## src/rtl/imem_arbiter.sv

```systemverilog
// Arbiter for one instruction memory shared by a boot loader and the core fetch port.
// Optional RUN-state loader starvation guard is enabled by defining IMEM_ARB_STARVE_GUARD_EN.
module imem_arbiter #(
    parameter int DATA_W = 32,
    parameter int ADDR_W = 6,
    parameter int CNT_W  = 7
) (
    input  logic              clk,
    input  logic              rst_n,
    input  logic              core_req,
    input  logic [ADDR_W-1:0] core_addr,
    output logic [DATA_W-1:0] core_rdata,
    output logic              core_valid,
    output logic              core_stall,
    input  logic              ldr_req,
    input  logic [ADDR_W-1:0] ldr_addr,
    input  logic [DATA_W-1:0] ldr_wdata,
    input  logic              ldr_done,
    output logic              ldr_ack,
    output logic [ADDR_W-1:0] mem_addr,
    output logic              mem_we,
    output logic [DATA_W-1:0] mem_wdata,
    input  logic [DATA_W-1:0] mem_rdata,
    output logic              boot_busy,
    output logic [CNT_W-1:0]  load_count
);

    typedef enum logic {BOOT = 1'b0, RUN = 1'b1} state_t;

    localparam logic [CNT_W-1:0] LOAD_MAX = CNT_W'(64);

    state_t            state;
    logic              core_grant;
    logic              ldr_grant;
    logic [DATA_W-1:0] rdata_p1;
    logic              vld_p1;
    logic [CNT_W-1:0]  load_cnt;

`ifdef IMEM_ARB_STARVE_GUARD_EN
    logic [1:0] starve_cnt;
    logic       starve_hit;

    assign starve_hit = ldr_req && (starve_cnt == 2'd3);

    // Counts RUN cycles in which the loader waits; cleared whenever it is served or idle.
    always_ff @(posedge clk or negedge rst_n) begin
        if (!rst_n) begin
            starve_cnt <= 2'd0;
        end else if (state != RUN || !ldr_req || ldr_grant) begin
            starve_cnt <= 2'd0;
        end else if (starve_cnt != 2'd3) begin
            starve_cnt <= starve_cnt + 2'd1;
        end
    end
`else
    logic starve_hit;
    assign starve_hit = 1'b0;
`endif

    always_comb begin
        core_grant = 1'b0;
        ldr_grant  = 1'b0;
        if (state == BOOT) begin
            ldr_grant = ldr_req;
        end else if (starve_hit) begin
            ldr_grant = 1'b1;
        end else if (core_req) begin
            core_grant = 1'b1;
        end else begin
            ldr_grant = ldr_req;
        end
    end

    always_comb begin
        mem_addr  = '0;
        mem_we    = 1'b0;
        mem_wdata = '0;
        if (ldr_grant) begin
            mem_addr  = ldr_addr;
            mem_we    = 1'b1;
            mem_wdata = ldr_wdata;
        end else if (core_grant) begin
            mem_addr = core_addr;
        end
    end

    assign ldr_ack    = ldr_grant;
    assign core_stall = core_req && !core_grant;
    assign boot_busy  = (state == BOOT);
    assign core_rdata = rdata_p1;
    assign core_valid = vld_p1;
    assign load_count = load_cnt;

    // Stage p1: fetch data captured one cycle after the core grant
    always_ff @(posedge clk or negedge rst_n) begin
        if (!rst_n) begin
            state    <= BOOT;
            load_cnt <= '0;
            rdata_p1 <= '0;
            vld_p1   <= 1'b0;
        end else begin
            vld_p1 <= core_grant;
            if (core_grant) begin
                rdata_p1 <= mem_rdata;
            end
            if (state == BOOT) begin
                if (ldr_grant && load_cnt != LOAD_MAX) begin
                    load_cnt <= load_cnt + CNT_W'(1);
                end
                if (ldr_done) begin
                    state <= RUN;
                end
            end
        end
    end

endmodule

```

## config.mk

```make
export PLATFORM = sky130hd
export DESIGN_NAME = imem_arbiter
export DESIGN_NICKNAME = d
export VERILOG_FILES = /design/src/rtl/imem_arbiter.sv
export SDC_FILE = /design/constraint.sdc
export NUM_CORES = 1
export LEC_CHECK = 0
export BUFFER_PORTS_ARGS = -buffer_cell sky130_fd_sc_hd__buf_2
export CORE_ASPECT_RATIO = 0.5
export CORE_UTILIZATION = 41
export DETAILED_ROUTE_END_ITERATION = 8
export MAX_ROUTING_LAYER = met4
export PLACE_DENSITY_LB_ADDON = 0.2
export SETUP_SLACK_MARGIN = 0.02
export SLEW_MARGIN = 20
export SYNTH_ARGS = -nofsm -noshare
export SYNTH_HDL_FRONTEND = slang
export SYNTH_SLANG_ARGS = --single-unit
```

## constraint.sdc

```tcl
create_clock -name clk -period 3.9 [get_ports clk]
set_input_delay 0.39 -clock clk [delete_from_list [all_inputs] [get_ports clk]]
set_output_delay 0.39 -clock clk [all_outputs]
set_load 0.02 [all_outputs]
```

---- Word-level counts from Yosys, hierarchy flattened ----
Cells that the tools add are included.
operators by class
  reductions and logical operators ........ 4
  bitwise gates (word level) .............. 1
  eq/ne operators ......................... 1
  $add $sub $neg .......................... 1
  multiplexer cells ....................... 10
operators with widths
  kind                                                            number
  32-bit 2-to-1 mux                                               1
  6-bit 2-to-1 mux                                                2
  7-bit by 1-bit adder with 7-bit output (second input constant)  1
  1-bit 2-to-1 mux                                                7
  7-bit != test (second input constant)                           1
  1-bit logical AND                                               2
  2-bit AND reduction                                             1
  1-bit zero test                                                 1
  1-bit inverter                                                  1
storage, ports and cells
  output and inout port bits .............. 82
  word-level logic and storage cells ...... 21
  flip-flop bits (word level) ............. 41

---- Depth between registers and ports, before layout ----
Gate-level depths: netlist (run 1).
  depth in word-level cells ............... 4
  depth in mapped cells ................... 6
  depth with buffers taken out ............ 4

---- Worst setup path before layout (run 1) ----
OpenSTA, ideal clock, no wires.
  path type ............................... register to output
  from .................................... register state
  to ...................................... output port mem_addr[0]
  stages on the path, launching flop included .. 5
  data required time ...................... 3510 ps
  path buffers ............................ 0
  path slack .............................. 2130 ps
  arrival ................................. 1380 ps
  cell sequence ........................... dfrtp_1 nand2_1 inv_1 nor2_1 a22o_1
on the way
  elaborated cells between the ends (all ways) .. 4
  classes of those cells .................. mux (4)
RTL lines
  what                    line  source
  from (decl)             32    state_t state;
  from (signal assigned)  97    state <= BOOT;
  from (signal assigned)  111   state <= RUN;
  1-bit 2-to-1 mux        63    if (state == BOOT) begin
  named net ldr_ack       19    output logic ldr_ack,
  6-bit 2-to-1 mux        78    if (ldr_grant) begin
  to (decl)               20    output logic [ADDR_W-1:0] mem_addr,
The timed path passes the listed nets, and every way through them passes these cells.

---- Worst setup path in the final report (run 1) ----
  from .................................... register state
  to ...................................... output port mem_addr[4]
on the way
  word-level cells in the longest chain between the ends .. 3
  elaborated cells between the ends (all ways) .. 4
  classes of those cells .................. mux (4)
RTL lines
  what                line  source
  1-bit 2-to-1 mux    63
  6-bit 2-to-1 mux    82    end else if (core_grant) begin
  6-bit 2-to-1 mux *  78
Mark *: on every way between the ends. The rest lies on a longest branch, timed or not.

==> impl_results.md, run 1 <==
* Synth warn at 0
* Worst skew pair latency at 0.28 ns
* Slew @ Worst Pin at 0.895 ns
* Gr usage total at 20.6%
* CP Depth at 7
* Vias per std cell at 4.69
* Final Hold Fails at 0
* Crit path max-delay family: buffers and inverters
* Number of DRC markers in iteration 0 at 65
* Grt ovf at 0
* Worst Reg-to-Reg Cells at 6
* TNS Setup at 0 ns
* FF+latch count, synth at 41
* Core Area at 4420 um2
* Period utilisation layout at 72.2%
* Lkg Pwr at 1.84 nW
* TritonCTS Buffers at 5
* Status: finished, violations left
* Root buf cell: clkbuf_8
* Seq/Total Area, Yosys at 53.8%
* Dpl hpwl at 3710 um
* Post-synth top area cell: dfrtp_1
* PostCTS Resize Cnt at 0
* CP max stage delay at 0.46 ns
* Initial Utilization at 43.1%
* Net count, final at 457
* Post-CTS Setup Inserts at 0
* Most frequent cells in the layout: buf_2, nand2_1, dfrtp_1
* Number of global-route vias before repair at 1859
* Gpl congestion at 0.781
* First-pass GRT wire length at 7890 um
* Most common cell after layout, fill and taps aside: buf_2
* CTS tree: yes
* Critical path class: flop to output pin
* Required @ worst endpoint at 3.51 ns
* Tmin final at 2.81 ns
* Failing checks: DRC
* CTS Buffer Depth at 2
* Cells after Synth at 218
* Post-Layout Inst Area at 2830 um2
* R2R Path End: core_rdata[11]
* Hold slack at 0.223 ns
* Clk pin slew, worst setup/hold paths at 0.08 ns
* CP endpoint kind: output pin
* Unrepaired setup endpoints after global routing: no
* Post-route ant nets at 0
* Htree depth at 2
* Ranking of synthesized cells by area: dfrtp_1, nand2_1, and3_1
* Post-Syn Area per Cell at 8.74 um2
* Pre-Repair DR Iteration Count at 6
* Initial antenna violation count at 0
* I/O Buffers at 162
* Routed wire per std cell at 11.5 um
* Hold Path Class: primary input to asynchronous set/reset pin
* Pwr Density at 351 nW/um2
* Top cell by count, worst path: buf_4
* Die X at 98.4 um
* Critical-path maximum fanout at 65
* Core Rows at 17
* Hold-fix buffers, CTS at 0
* Worst clock skew at 0.00341 ns
* Crit start category: flop
* Max frequency at 355 MHz
* Vias post-DR at 2024
* Layout area overhead at 48.3%
* Reg2reg setup slack at 2.26 ns
* Die area at 4940 um2
* Max Slew Vio Count at 0
* Max capacitance violation total at 0
* Antenna diode count at 0
* Max IR drop VDD at 0.141 mV
* CP arrival at 2.42 ns
* Final setup viols at 0
* Slowest CP cell: dfrtp_1
* Remaining DRCs at 6
* Post-synthesis cell type count at 20
* Largest net degree at the start of global routing at 66
* Post-Syn Nets at 301
* Cell Area, Placed at 2740 um2
* Total I/O pin count at 163
* Share of post-route cells with drive strength above 1 at 46.9%
* Slew HR at 40.3%
* Chip Height at 50.2 um
* Worst path cell trace: nand2_2, buf_4, inv_1, buf_4, nor2_1, a22o_1, buf_2
* Syn Std Cell Area at 1910 um2
* Top-area cell type share of the netlist area at 53.8%
* RR Startpoint: state
* Final WL at 4980 um
* Num Clock Sinks at 41
* WP buf/inv at 4
-- worst reg2reg max path, delay by kind of cell (launching register included) --
family,cells,cell delay (ns)
buffers and inverters,3,0.82
and+or+nand+nor,3,0.27
DFF,1,0.46
-- through the flow --
stage	std cells	util, %	power (mW)	setup WS, ns
3_3_place_gp	424	61.9	0.731	1.49
6_report	432	63.9	0.992	1.09
2_1_floorplan	218	-	0.625	2.13
5_1_grt	432	63.9	1.05	0.850
3_5_place_dp	424	61.9	0.739	1.40
4_1_cts	432	63.9	1.01	1.08
-- layout make-up --
type	count	area [um2]
inverter	5	18.8
clock inverter	3	17.5
multi-input combinational	157	798
timing repair buffer	164	826
clock buffer	5	68.8
sequential	41	1030
tap	57	71.3
fill	418	1600
-- power breakdown --
part           switching [mW]  leakage, nW  internal [mW]
combinational           0.152         1.29         0.0952
sequential             0.0208        0.505          0.460
clock                   0.141       0.0439          0.123
total                   0.314         1.84          0.678
-- routing by layer --
metal	track usage [%]	vias up	part of all wire, %
li1	-	1015	-
met1	23.2	925	42
met2	37.6	78	50
met3	4.74	6	7.0
met4	5.97	0	1.0
met5	-	-	0
-- how the worst max path moves through the flow --
stage                         from           to  slack (ns)
final                        state  mem_addr[4]        1.09
after global routing         state  mem_addr[4]        0.85
after CTS                    state  mem_addr[4]        1.08
after detailed placement  core_req  mem_addr[4]        1.40
after global placement    core_req  mem_addr[4]        1.49
after floorplan              state  mem_addr[0]        2.13
-- sequential cells by signal (all words and copies together) (netlist names) --
signal      flops
core_rdata     32
load_count      7
core_valid      1
state           1
-- logic make-up after synthesis --
logic type,count (synthesis),synth area share [%]
mux,1,0.788
fa+ha+maj,2,1.31
xor+xnor,5,2.30
flops,41,53.8
simple gates,140,33.2
buf+inv,20,4.40
compound gates,9,4.20
-- Yosys cell counts --
cell      count
a21o_1        1
xnor2_1       5
and3_1       33
nand3b_1      1
or2_2         1
a311o_2       1
nor2b_1       2
nand4_1       4
buf_4         1
ha_1          2
buf_2         4
nand2_1      97
dfrtp_1      41
a311oi_1      1
a22o_1        6
mux2_4        1
clkbuf_1     10
inv_1         5
nor4_1        1
nor2_1        1
(Power assumes the default switching activity.)
==> run 2: changes to the inputs <==
Settings changed: CORE_UTILIZATION 41 to 34.
Clock period 3.9 ns to 2.48 ns, I/O delays scaled along.
==> impl_results.md, run 2 (synthesis gave the netlist of run 1 again) <==
* Status: finished, final reports clean (was finished, violations left)
* Critical-path maximum fanout at 39 (was 65)
* Htree depth at 2 (unchanged)
* Pre-Repair DR Iteration Count at 4 (was 6)
* Max FFs per register at 32 (unchanged)
* I/O Buffers at 162 (unchanged)
* Max capacitance violation total at 0 (unchanged)
* Die X at 108 um (was 98.4 um)
* WP buf/inv at 3 (was 4)
* Final Hold Fails at 0 (unchanged)
* Pwr Density at 580 nW/um2 (was 351 nW/um2)
* Crit path max-delay family: buffers and inverters (unchanged)
* Post-CTS Setup Inserts at 0 (unchanged)
* Unrepaired setup endpoints after global routing: no (unchanged)
* Layout area overhead at 50.2% (was 48.3%)
* Most frequent cells in the layout: buf_2, nand2_1, dfrtp_1 (unchanged)
* Routed wire per std cell at 12.9 um (was 11.5 um)
* Chip Height at 54.9 um (was 50.2 um)
* Max Slew Vio Count at 0 (unchanged)
* Period utilisation layout at 91.5%
* CTS tree: yes (unchanged)
* Hold-fix buffers, CTS at 0 (unchanged)
* Core Area at 5160 um2 (was 4420 um2)
* Root buf cell: clkbuf_8 (unchanged)
* Vias per std cell at 4.55 (was 4.69)
* PostCTS Resize Cnt at 0 (unchanged)
* Core Rows at 18 (was 17)
* Post-route ant nets at 0 (unchanged)
* Number of global-route vias before repair at 1783 (was 1859)
* Gr usage total at 19.8% (was 20.6%)
* Slew @ Worst Pin at 0.877 ns (was 0.895 ns)
* Grt ovf at 0 (unchanged)
* Worst path cell trace: nand2_2, inv_1, buf_4, a22o_1, buf_2 (was nand2_2, buf_4, inv_1, buf_4, nor2_1, a22o_1, buf_2)
* Hold slack at 0.0832 ns (was 0.223 ns)
* Final Util at 55.5% (was 63.9%)
* Crit start category: flop (unchanged)
* Worst skew pair latency at 0.28 ns (about the same)
* Gpl congestion at 0.847 (was 0.781)
* Dpl hpwl at 4470 um (was 3710 um)
* Worst clock skew at 0.00295 ns (was 0.00341 ns)
* Share of post-route cells with drive strength above 1 at 47.1% (was 46.9%)
* Most common cell after layout, fill and taps aside: buf_2 (unchanged)
* Total I/O pin count at 163 (unchanged)
* Worst setup margin at 0.210 ns (was 1.09 ns)
* Largest net degree at the start of global routing at 42 (was 66)
* Worst Reg-to-Reg Cells at 5 (was 6)
* CP Depth at 5 (was 7)
* CP endpoint kind: output pin (unchanged)
* Net count, final at 457 (unchanged)
* Lkg Pwr at 1.85 nW (was 1.84 nW)
* Initial Utilization at 36.9% (was 43.1%)
* Max IR drop VDD at 0.242 mV (was 0.141 mV)
* CP arrival at 2.02 ns (was 2.42 ns)
* Clk pin slew, worst setup/hold paths at 0.07 ns (was 0.08 ns)
* Required @ worst endpoint at 2.23 ns (was 3.51 ns)
* Number of DRC markers in iteration 0 at 56 (was 65)
* Die area at 5930 um2 (was 4940 um2)
* Hold Path Class: primary input to asynchronous set/reset pin (unchanged)
* Initial antenna violation count at 0 (unchanged)
* Critical path class: flop to output pin (unchanged)
* Num Clock Sinks at 41 (unchanged)
* Final WL at 5720 um (was 4980 um)
* Vias post-DR at 2020 (was 2024)
* First-pass GRT wire length at 8410 um (was 7890 um)
* Final setup viols at 0 (unchanged)
* Remaining DRCs at 0 (was 6)
* Tmin final at 2.27 ns
* Reg2reg setup slack at 0.88 ns (was 2.26 ns)
* Pre-CTS setup slack at 0.515 ns (was 1.40 ns)
* Slowest CP cell: dfrtp_1 (unchanged)
* Antenna diode count at 0 (unchanged)
* TritonCTS Buffers at 5 (unchanged)
* Slew HR at 41.5% (was 40.3%)
* CP max stage delay at 0.47 ns (was 0.46 ns)
* CTS Buffer Depth at 2 (unchanged)
* TNS Setup at 0 ns (unchanged)
* Max frequency at 441 MHz
==> run 2: power by group <==
part	internal [mW]	switching, mW	total, mW
clock	0.292	0.215	0.508
combinational	0.150	0.246	0.396
sequential	0.723	0.0334	0.756
==> run 2: final timing paths <==
check	start	end
worst max-delay path	state	mem_addr[3]
worst min-delay path	rst_n	load_count[6]
worst max register to register	state	core_rdata[27]
worst min register to register	core_rdata[11]	core_rdata[11]
max in group asynchronous	rst_n	core_rdata[26]
min in group clk	mem_rdata[28]	core_rdata[28]
==> run 2: final cells by class <==
type / instances / area [um2]
clock inverters: 2 / 35.0
inverters: 5 / 18.8
multi-input cells: 157 / 801
well taps: 70 / 87.6
repair buffers: 164 / 826
clock buffers: 5 / 68.8
flip-flops and latches: 41 / 1030
fillers: 515 / 2290
==> run 2: metrics by stage <==
stage	instance area, um2	std cells	power, mW
detailed placement	2760	437	1.17
global route	2860	444	1.74
floorplan	1910	218	0.983
CTS	2860	444	1.68
finish	2860	444	1.66
global placement	2760	437	1.16
==> run 2: metal layers <==
layer  track usage, %  vias up  share of wire [%]
met5                -        -                  0
li1                 -     1011                  -
met4             8.90        0                1.9
met1             23.4      930                 43
met3             4.68        6                6.4
met2             33.4       73                 49
==> run 3: changes to the inputs <==
Settings changed: CORE_ASPECT_RATIO 0.5 to 1.1, GPL_TIMING_DRIVEN from default to 0.
==> impl_results.md, run 3 (synthesis gave the netlist of run 1 again) <==
* Initial antenna violation count at 0 (unchanged)
* CTS Buffer Depth at 2 (unchanged)
* Sequential cell area at 1030 um2 (unchanged)
* Final setup viols at 0 (unchanged)
* Pre-Repair DR Iteration Count at 4 (unchanged)
* Number of DRC markers in iteration 0 at 97 (was 56)
* Required @ worst endpoint at 2.23 ns (about the same)
* Vias post-DR at 2078 (was 2020)
* Die area at 5910 um2 (was 5930 um2)
* CTS tree: yes (unchanged)
* Max FFs per register at 32 (unchanged)
* Initial Utilization at 35.3% (was 36.9%)
* Post-route ant nets at 0 (unchanged)
* Worst setup margin at 0.348 ns (was 0.210 ns)
* Grt ovf at 0 (unchanged)
* TNS Setup at 0 ns (unchanged)
* Vias per std cell at 4.49 (was 4.55)
* Critical path class: flop to output pin (unchanged)
* Reg2reg setup slack at 0.93 ns (was 0.88 ns)
* Period utilisation layout at 86.0% (was 91.5%)
* Max frequency at 469 MHz (was 441 MHz)
* Most common cell after layout, fill and taps aside: buf_2 (unchanged)
* Layout area overhead at 54.5% (was 50.2%)
* Lkg Pwr at 1.89 nW (was 1.85 nW)
* Net count, final at 470 (was 457)
* Worst skew pair latency at 0.28 ns (about the same)
* Unrepaired setup endpoints after global routing: no (unchanged)
* Core Area at 5400 um2 (was 5160 um2)
* Total I/O pin count at 163 (unchanged)
* Clk pin slew, worst setup/hold paths at 0.08 ns (was 0.07 ns)
* Largest net degree at the start of global routing at 42 (unchanged)
* Dpl hpwl at 4220 um (was 4470 um)
* Die X at 73.4 um (was 108 um)
* Footprint of the multi-input gates at 796 um2 (was 801 um2)
* Root buf cell: clkbuf_8 (unchanged)
* I/O Buffers at 162 (unchanged)
* Share of post-route cells with drive strength above 1 at 45.9% (was 47.1%)
* Fillers at 541 (was 515)
* Gr usage total at 18.8% (was 19.8%)
* Gpl congestion at 0.707 (was 0.847)
* CP arrival at 1.88 ns (was 2.02 ns)
* Chip Height at 80.5 um (was 54.9 um)
* TritonCTS Buffers at 5 (unchanged)
* Worst clock skew at 0.00365 ns (was 0.00295 ns)
* Crit start category: flop (unchanged)
* Slew @ Worst Pin at 0.903 ns (was 0.877 ns)
* Core Rows at 28 (was 18)
* Max capacitance violation total at 0 (unchanged)
* Max IR drop VDD at 0.415 mV (was 0.242 mV)
* First-pass GRT wire length at 8290 um (was 8410 um)
* CP endpoint kind: output pin (unchanged)
* Max Slew Vio Count at 0 (unchanged)
* Critical-path maximum fanout at 10 (was 39)
* Pre-CTS setup slack at 0.637 ns (was 0.515 ns)
* Num Clock Sinks at 41 (unchanged)
* Status: finished, final reports clean (unchanged)
* Pwr Density at 604 nW/um2 (was 580 nW/um2)
* Hold-fix buffers, CTS at 0 (unchanged)
* Final Hold Fails at 0 (unchanged)
* Htree depth at 2 (unchanged)
* Hold Path Class: primary input to asynchronous set/reset pin (unchanged)
* Number of global-route vias before repair at 1754 (was 1783)
* Remaining DRCs at 0 (unchanged)
* Antenna diode count at 0 (unchanged)
* Tmin final at 2.13 ns (was 2.27 ns)
* Final WL at 5490 um (was 5720 um)
* Slew HR at 39.8% (was 41.5%)
* Routed wire per std cell at 11.9 um (was 12.9 um)
* Most frequent cells in the layout: buf_2, nand2_1, dfrtp_1 (unchanged)
* Post-CTS Setup Inserts at 0 (unchanged)
* PostCTS Resize Cnt at 0 (unchanged)
-- run 3: cell types whose count changed in the layout (fill, tap and decap cells not counted), sizes merged --
cell and delta:
buf +3, clkbuf +10, bufinv +1
-- run 3: metal layers --
metal	share of wire (%)	up-vias	track usage (%)
met5	0	-	-
met1	46	964	25.3
li1	-	1041	-
met2	48	68	29.2
met4	0.80	0	4.62
met3	5.2	5	3.64
-- run 3: power breakdown --
group          switching, mW  internal [mW]  leakage [nW]
sequential            0.0322          0.723         0.505
clock                  0.225          0.400        0.0681
combinational          0.244          0.154          1.32
total                  0.501           1.28          1.89
-- run 3: stage by stage --
stage | hold WS, ns | instances | util (%) | power (mW) | instance area (um2)
finish | 0.0816 | 463 | 54.6 | 1.78 | 2940
global route | 0.140 | 463 | 54.6 | 1.87 | 2940
CTS | 0.119 | 463 | 54.6 | 1.80 | 2940
detailed placement | 0.438 | 455 | 52.1 | 1.17 | 2810
global placement | 0.432 | 455 | 52.1 | 1.16 | 2810
floorplan | -0.0476 | 218 | - | 0.983 | 1910
-- run 3: critical path, cell delays in order, from the launching register on --
cell and delay, ns:
dfrtp_1 0.44, nand2_1 0.10, clkbuf_1 0.34, clkbuf_1 0.33
and3_1 0.22, buf_2 0.17
-- run 3: worst paths after layout --
check	end	cells after the start	start
max in group asynchronous	core_rdata[0]	1	rst_n
min	core_rdata[25]	1	rst_n
min in group clk	core_rdata[8]	3	mem_rdata[8]
max reg2reg	load_count[1]	4	load_count[0]
min reg2reg	core_rdata[26]	2	core_rdata[26]
max	mem_wdata[23]	5	state
-- run 3: final cells by class --
class                      instances  area share [%]
clock inverter                     3            2.21
timing repair buffer             162            27.5
clock buffer                       5            2.34
sequential                        41            34.8
tap                               75            3.19
inverter                           5           0.637
buffer                            15            2.21
multi-input combinational        157            27.0
